--- config.mk ---
export PLATFORM = sky130hd
export DESIGN_NAME = mem_wb_stage_unit
export DESIGN_NICKNAME = d
export VERILOG_FILES = /design/src/rtl/mem_wb_stage_unit.sv
export SDC_FILE = /design/constraint.sdc
export NUM_CORES = 1
export LEC_CHECK = 0
export CAP_MARGIN = 20
export CORE_ASPECT_RATIO = 0.7
export CORE_MARGIN = 5
export CORE_UTILIZATION = 50
export DETAILED_ROUTE_END_ITERATION = 12
export PLACE_DENSITY = 0.8
export SYNTH_ARGS = -nofsm -noshare
export SYNTH_HDL_FRONTEND = slang
export SYNTH_SLANG_ARGS = --single-unit
--- constraint.sdc ---
create_clock -name clk -period 4.6 [get_ports clk]
set_input_delay 1.15 -clock clk [delete_from_list [all_inputs] [get_ports clk]]
set_output_delay 1.15 -clock clk [all_outputs]
set_load 0.005 [all_outputs]
--- src/rtl/mem_wb_stage_unit.sv ---
// MEM/WB stage: captures one EX result per handshake, waits on the D-cache,
// aligns sub-word loads and holds the write-back result until it is taken.
module mem_wb_stage_unit #(
    parameter int DATA_WIDTH     = 32,
    parameter int REG_ADDR_WIDTH = 5,
    parameter int TIMEOUT_CYCLES = 255
) (
    input  logic                      clk,
    input  logic                      rst,
    input  logic                      i_valid,
    output logic                      o_ready,
    input  logic                      i_is_mem_access,
    input  logic                      i_mem_write,
    input  logic [1:0]                i_size,
    input  logic                      i_sign_ext,
    input  logic [DATA_WIDTH-1:0]     i_alu_result,
    input  logic                      i_uses_rw,
    input  logic [REG_ADDR_WIDTH-1:0] i_rw_addr,
    input  logic                      i_cache_valid,
    input  logic [DATA_WIDTH-1:0]     i_cache_data,
    output logic                      o_wb_valid,
    input  logic                      i_wb_ready,
    output logic                      o_wb_uses_rw,
    output logic [REG_ADDR_WIDTH-1:0] o_wb_rw_addr,
    output logic [DATA_WIDTH-1:0]     o_wb_rw_data,
    output logic                      o_wb_exc,
    output logic                      o_done,
    output logic                      o_timeout
);

    localparam int CNT_WIDTH  = $clog2(TIMEOUT_CYCLES + 1);
    localparam int LANE_WIDTH = $clog2(DATA_WIDTH / 8);
    localparam logic [CNT_WIDTH-1:0] CNT_LAST = CNT_WIDTH'(TIMEOUT_CYCLES - 1);

    typedef enum logic [1:0] {IDLE, WAIT, HOLD} state_t;

    state_t                    state_q, state_n;
    logic [CNT_WIDTH-1:0]      cnt_q, cnt_n;

    logic                      req_write_q;
    logic [1:0]                req_size_q;
    logic                      req_sext_q;
    logic [DATA_WIDTH-1:0]     req_alu_q;
    logic                      req_uses_q;
    logic [REG_ADDR_WIDTH-1:0] req_addr_q;
    logic                      req_ld;

    logic                      valid_q, valid_n;
    logic                      uses_q, uses_n;
    logic [REG_ADDR_WIDTH-1:0] addr_q, addr_n;
    logic [DATA_WIDTH-1:0]     data_q, data_n;
    logic                      exc_q, exc_n;
    logic                      tmo_q, tmo_n;

    logic                      accept;
    logic                      src_write;
    logic [1:0]                src_size;
    logic                      src_sext;
    logic [DATA_WIDTH-1:0]     src_alu;
    logic                      src_uses;
    logic [DATA_WIDTH-1:0]     cmp_data;
    logic                      cmp_uses;

    function automatic logic [DATA_WIDTH-1:0] form_load(
        input logic [DATA_WIDTH-1:0] data,
        input logic [1:0]            size,
        input logic [LANE_WIDTH-1:0] lane,
        input logic                  sext
    );
        logic [DATA_WIDTH-1:0] sh;
        sh = data >> {lane, 3'b000};
        unique case (size)
            2'b00:   form_load = {{(DATA_WIDTH-8){sext & sh[7]}}, sh[7:0]};
            2'b01:   form_load = {{(DATA_WIDTH-16){sext & sh[15]}}, sh[15:0]};
            default: form_load = data;
        endcase
    endfunction

    function automatic logic misaligned(
        input logic [1:0]            size,
        input logic [LANE_WIDTH-1:0] lane
    );
        unique case (size)
            2'b00:   misaligned = 1'b0;
            2'b01:   misaligned = lane[0];
            default: misaligned = (lane != '0);
        endcase
    endfunction

    assign o_ready = (state_q == IDLE) || (state_q == HOLD && i_wb_ready);
    assign accept  = i_valid && o_ready;

    // A response in WAIT completes the captured request; a hit completes the live one
    assign src_write = (state_q == WAIT) ? req_write_q : i_mem_write;
    assign src_size  = (state_q == WAIT) ? req_size_q  : i_size;
    assign src_sext  = (state_q == WAIT) ? req_sext_q  : i_sign_ext;
    assign src_alu   = (state_q == WAIT) ? req_alu_q   : i_alu_result;
    assign src_uses  = (state_q == WAIT) ? req_uses_q  : i_uses_rw;

    assign cmp_uses = src_uses && !src_write;
    assign cmp_data = src_write ? src_alu :
        form_load(i_cache_data, src_size, src_alu[LANE_WIDTH-1:0], src_sext);

    always_comb begin
        state_n = state_q;
        cnt_n   = cnt_q;
        req_ld  = 1'b0;
        valid_n = valid_q;
        uses_n  = uses_q;
        addr_n  = addr_q;
        data_n  = data_q;
        exc_n   = exc_q;
        tmo_n   = tmo_q;
        unique case (1'b1)
            accept: begin
                state_n = HOLD;
                valid_n = 1'b1;
                uses_n  = 1'b0;
                addr_n  = i_rw_addr;
                data_n  = i_alu_result;
                exc_n   = 1'b0;
                if (!i_is_mem_access) begin
                    uses_n = i_uses_rw;
                end else if (misaligned(i_size, i_alu_result[LANE_WIDTH-1:0])) begin
                    exc_n = 1'b1;
                end else if (i_cache_valid) begin
                    data_n = cmp_data;
                    uses_n = cmp_uses;
                end else begin
                    state_n = WAIT;
                    valid_n = 1'b0;
                    cnt_n   = '0;
                    req_ld  = 1'b1;
                end
            end
            (state_q == WAIT): begin
                addr_n = req_addr_q;
                if (i_cache_valid) begin
                    state_n = HOLD;
                    valid_n = 1'b1;
                    uses_n  = cmp_uses;
                    data_n  = cmp_data;
                    exc_n   = 1'b0;
                end else if (cnt_q == CNT_LAST) begin
                    state_n = HOLD;
                    valid_n = 1'b1;
                    uses_n  = 1'b0;
                    data_n  = '0;
                    exc_n   = 1'b1;
                    tmo_n   = 1'b1;
                end else begin
                    cnt_n = cnt_q + CNT_WIDTH'(1);
                end
            end
            (state_q == HOLD && i_wb_ready && !accept): begin
                state_n = IDLE;
                valid_n = 1'b0;
                uses_n  = 1'b0;
            end
            default: ;
        endcase
    end

    always_ff @(posedge clk or posedge rst) begin
        if (rst) begin
            state_q     <= IDLE;
            cnt_q       <= '0;
            req_write_q <= 1'b0;
            req_size_q  <= 2'b00;
            req_sext_q  <= 1'b0;
            req_alu_q   <= '0;
            req_uses_q  <= 1'b0;
            req_addr_q  <= '0;
            valid_q     <= 1'b0;
            uses_q      <= 1'b0;
            addr_q      <= '0;
            data_q      <= '0;
            exc_q       <= 1'b0;
            tmo_q       <= 1'b0;
        end else begin
            state_q <= state_n;
            cnt_q   <= cnt_n;
            if (req_ld) begin
                req_write_q <= i_mem_write;
                req_size_q  <= i_size;
                req_sext_q  <= i_sign_ext;
                req_alu_q   <= i_alu_result;
                req_uses_q  <= i_uses_rw;
                req_addr_q  <= i_rw_addr;
            end
            valid_q <= valid_n;
            uses_q  <= uses_n;
            addr_q  <= addr_n;
            data_q  <= data_n;
            exc_q   <= exc_n;
            tmo_q   <= tmo_n;
        end
    end

    assign o_wb_valid   = valid_q;
    assign o_wb_uses_rw = uses_q;
    assign o_wb_rw_addr = addr_q;
    assign o_wb_rw_data = data_q;
    assign o_wb_exc     = exc_q;
    assign o_done       = valid_q;
    assign o_timeout    = tmo_q;

endmodule

==> results.py <==
metrics = {
    "status": {
        "outcome": "complete, no violations",
    },
    "cells_and_area": {
        "drive_gt1_frac": 0.08791,
        "nFillCells": 826,
        "antenna_cells": 0,
        "nets": 807,
        "final_area_mm2": 0.006974,
        "syn2layout_area_growth_pct": 29.99,
        "finalCoreUtilization": 0.6684,
        "final_cell_mix": "172 x nand2_1, 122 x clkdlybuf4s50_1, 92 x dfrtp_1",
        "layout_commonest_cell": "nand2_1",
    },
    "timing": {
        "slew_headroom": 0.4066,
        "rsz0062_at_grt": "no",
        "clock.fmax_ghz": 0.2770,
        "setup_viol": 0,
        "fin_crit_ps": 3609,
        "whs_ps": 458.4,
        "fin_crit_sh": 0.7847,
        "final_hold_viol_count": 0,
        "fin_setup_tns_ps": 0,
        "tightest_slew_ps": 871.5,
        "skew_ps": 6.678,
        "drv_slew": 0,
    },
    "worst_setup_path": {
        "worst-path-max-fanout": 3,
        "crit_type": "input port to output port",
        "crit_path_end_kind": "output port",
        "cpMostUsedCell": "clkdlybuf4s50_1",
        "r2r_cells": 7,
        "cp.arrival_ps": 2460,
        "crit_slowest_cell": "clkdlybuf4s50_1",
        "crit_path_start_kind": "input port",
        "rrSetupSlack_ps": 1160,
        "r2r_end": "o_wb_rw_data[4]",
        "required_ps": 3450,
        "crit_family": "buffers and inverters",
        "max_stage_delay_ps": 540,
        "path_buf_inv": 2,
        "cp_cell_sequence": "clkdlybuf4s50_1 > nor2b_1 > nor2_1 > clkdlybuf4s50_1",
        "r2r-start": "state_q[1]",
    },
    "synthesis": {
        "yosysWarnings": 0,
        "yosysUniqueCellTypes": 60,
        "synth_area_leaders": "dfrtp_1 43%, nand2_1 12%, a21oi_1 4.8%",
        "synth-edff-count": 0,
        "synth_top_cell_by_area": "dfrtp_1",
        "syn_area_mm2": 0.005365,
        "synth_seq_cells": 92,
        "synthCells": 624,
        "async_flop_share": 1.000,
        "synth_nets": 706,
        "synth_flop_cell": "dfrtp_1",
        "avgSynthCellArea_um2": 8.598,
        "yosysSeqAreaShare": 0.4291,
        "synth_top_area_share": 0.4291,
    },
    "clocking": {
        "cts_root_buf": "clkbuf_16",
        "postCtsHoldBufs": 0,
        "clock_sinks": 92,
        "post_cts_resized": 0,
        "insertion_delay_ps": 350,
        "cts_tree": "yes",
        "cts_setup_buffers": 0,
        "numCtsBuffers": 9,
        "cts.htree.levels": 3,
        "clock_path_buffers": 2,
        "path_clk_slew_ps": 60,
    },
    "floorplanning": {
        "die-area_mm2": 0.01293,
        "die_x_um": 133.8,
        "die_h_um": 96.67,
        "initial_core_util": 0.5142,
        "core-area_mm2": 0.01043,
        "num_rows": 31,
        "ioPinCount": 123,
    },
    "hold_path": {
        "worstHoldStart": "o_timeout",
        "min_to": "o_timeout",
        "whs_path_depth": 1,
        "hp-class": "flip-flop to flip-flop",
    },
    "global_routing": {
        "grt_pass1_wl_mm": 27.76,
        "grt_pass1_vias": 5043,
        "grt_usage": 0.2665,
        "grt_max_degree": 60,
        "antenna_found_initial": 0,
        "grt_remaining_overflow": 0,
    },
    "power_and_ir_drop": {
        "ir_drop_uv": 223.6,
        "powerDensity_mw_per_mm2": 438.3,
        "power.leakage_nw": 3.020,
    },
    "drt": {
        "wl_per_cell_um": 20.17,
        "dr.pass1.iters": 6,
        "antenna_left": 0,
        "wl_mm": 17.35,
        "via_per_inst": 6.312,
        "via_count": 5428,
        "initialDrtViolationCount": 650,
        "post-route-drc-count": 0,
    },
    "run": {
        "cap_violations": 0,
    },
    "place": {
        "placed_area_mm2": 0.006678,
        "gp_congestion": 0.9839,
        "io_buffers": 122,
        "dpl.hpwl_mm": 12.27,
    },
}
[registers in the layout (all words and copies together), names as in the netlist]
name	flops
cnt_q	8
o_wb_exc	1
req_write_q	1
o_timeout	1
o_wb_rw_addr	5
req_size_q	2
req_alu_q	32
o_wb_uses_rw	1
req_addr_q	5
req_sext_q	1
req_uses_q	1
state_q	2
o_wb_rw_data	32
[routing by layer]
metal | share of wire | vias up | GRT usage
met5 | 0 | - | 0
met1 | 0.43 | 2603 | 0.3940
met4 | 0.016 | 0 | 0.07510
li1 | - | 2462 | -
met2 | 0.44 | 337 | 0.3873
met3 | 0.11 | 26 | 0.06639
[synthesized netlist by cell type, types with 3 or more instances]
library cell	count
a221oi_1	8
a32oi_1	5
a22oi_1	10
nand2b_1	3
o221a_2	16
a22o_1	15
buf_2	12
a211oi_1	5
buf_6	3
inv_1	10
a31oi_1	10
nand4_1	3
nand2_1	172
a21oi_1	51
nand3_1	12
o211ai_1	27
o2111ai_1	3
clkbuf_1	30
o31ai_1	5
xnor2_1	4
dfrtp_1	92
o21ai_0	36
nor2_1	27
mux2i_1	14
o21a_1	3
a21o_1	3
nor3b_1	3
[power by group]
group / leakage [nW] / switching [W] / total, W / internal (W)
clock: 0.140 / 0.000299 / 0.000702 / 0.000403
combinational: 1.75 / 0.000474 / 0.00106 / 0.000587
sequential: 1.13 / 0.000203 / 0.00129 / 0.00109
total: 3.02 / 0.000976 / 0.00306 / 0.00208
[worst reg2reg max path: stages (launching register included)]
cell	delay, ps
dfrtp_1	620
nand2b_2	720
buf_4	420
mux2i_1	730
nand2b_1	200
o2111ai_1	410
a221oi_1	150
nor2_1	110
[logic make-up (layout without fill, tap and decap cells)]
logic type,after synthesis,in the layout,share of synthesized area
adder cells (fa/ha/maj),2,2,0.004663
AND/OR/NAND/NOR,236,236,0.1910
AO/OA/AOI/OAI,212,212,0.2801
buffers and inverters,58,162,0.04828
multiplexers,18,18,0.03708
flip-flops,92,92,0.4291
XOR/XNOR,6,6,0.009795
[per-stage QoR]
step	total power [W]	setup WS, ps	cells
global route	0.003225	962.9	860
detailed placement	0.002353	961.6	845
floorplan	0.001783	1058	624
finish	0.003057	990.5	860
global placement	0.002318	1054	845
CTS	0.003063	1010	859
[how the worst max path moves through the flow]
stage | start | to | depth (start not counted)
floorplan | rst | cnt_q[0] | 1
global placement | i_wb_ready | o_ready | 4
detailed placement | i_alu_result[1] | req_alu_q[1] | 7
CTS | i_wb_ready | o_ready | 4
global route | state_q[1] | o_wb_rw_data[3] | 7
finish | i_wb_ready | o_ready | 4
[cell type report]
cell class / instances / area (µm²) / area share
multi-input combinational: 474 / 2838 / 0.4069
clock buffer: 12 / 266.5 / 0.03821
clock inverter: 2 / 10.01 / 0.001435
sequential: 92 / 2302 / 0.3301
timing repair buffer: 138 / 1354 / 0.1941
inverter: 10 / 38.79 / 0.005562
tap: 132 / 165.2 / 0.02368
Note: power is estimated with default switching activity, not from simulation.
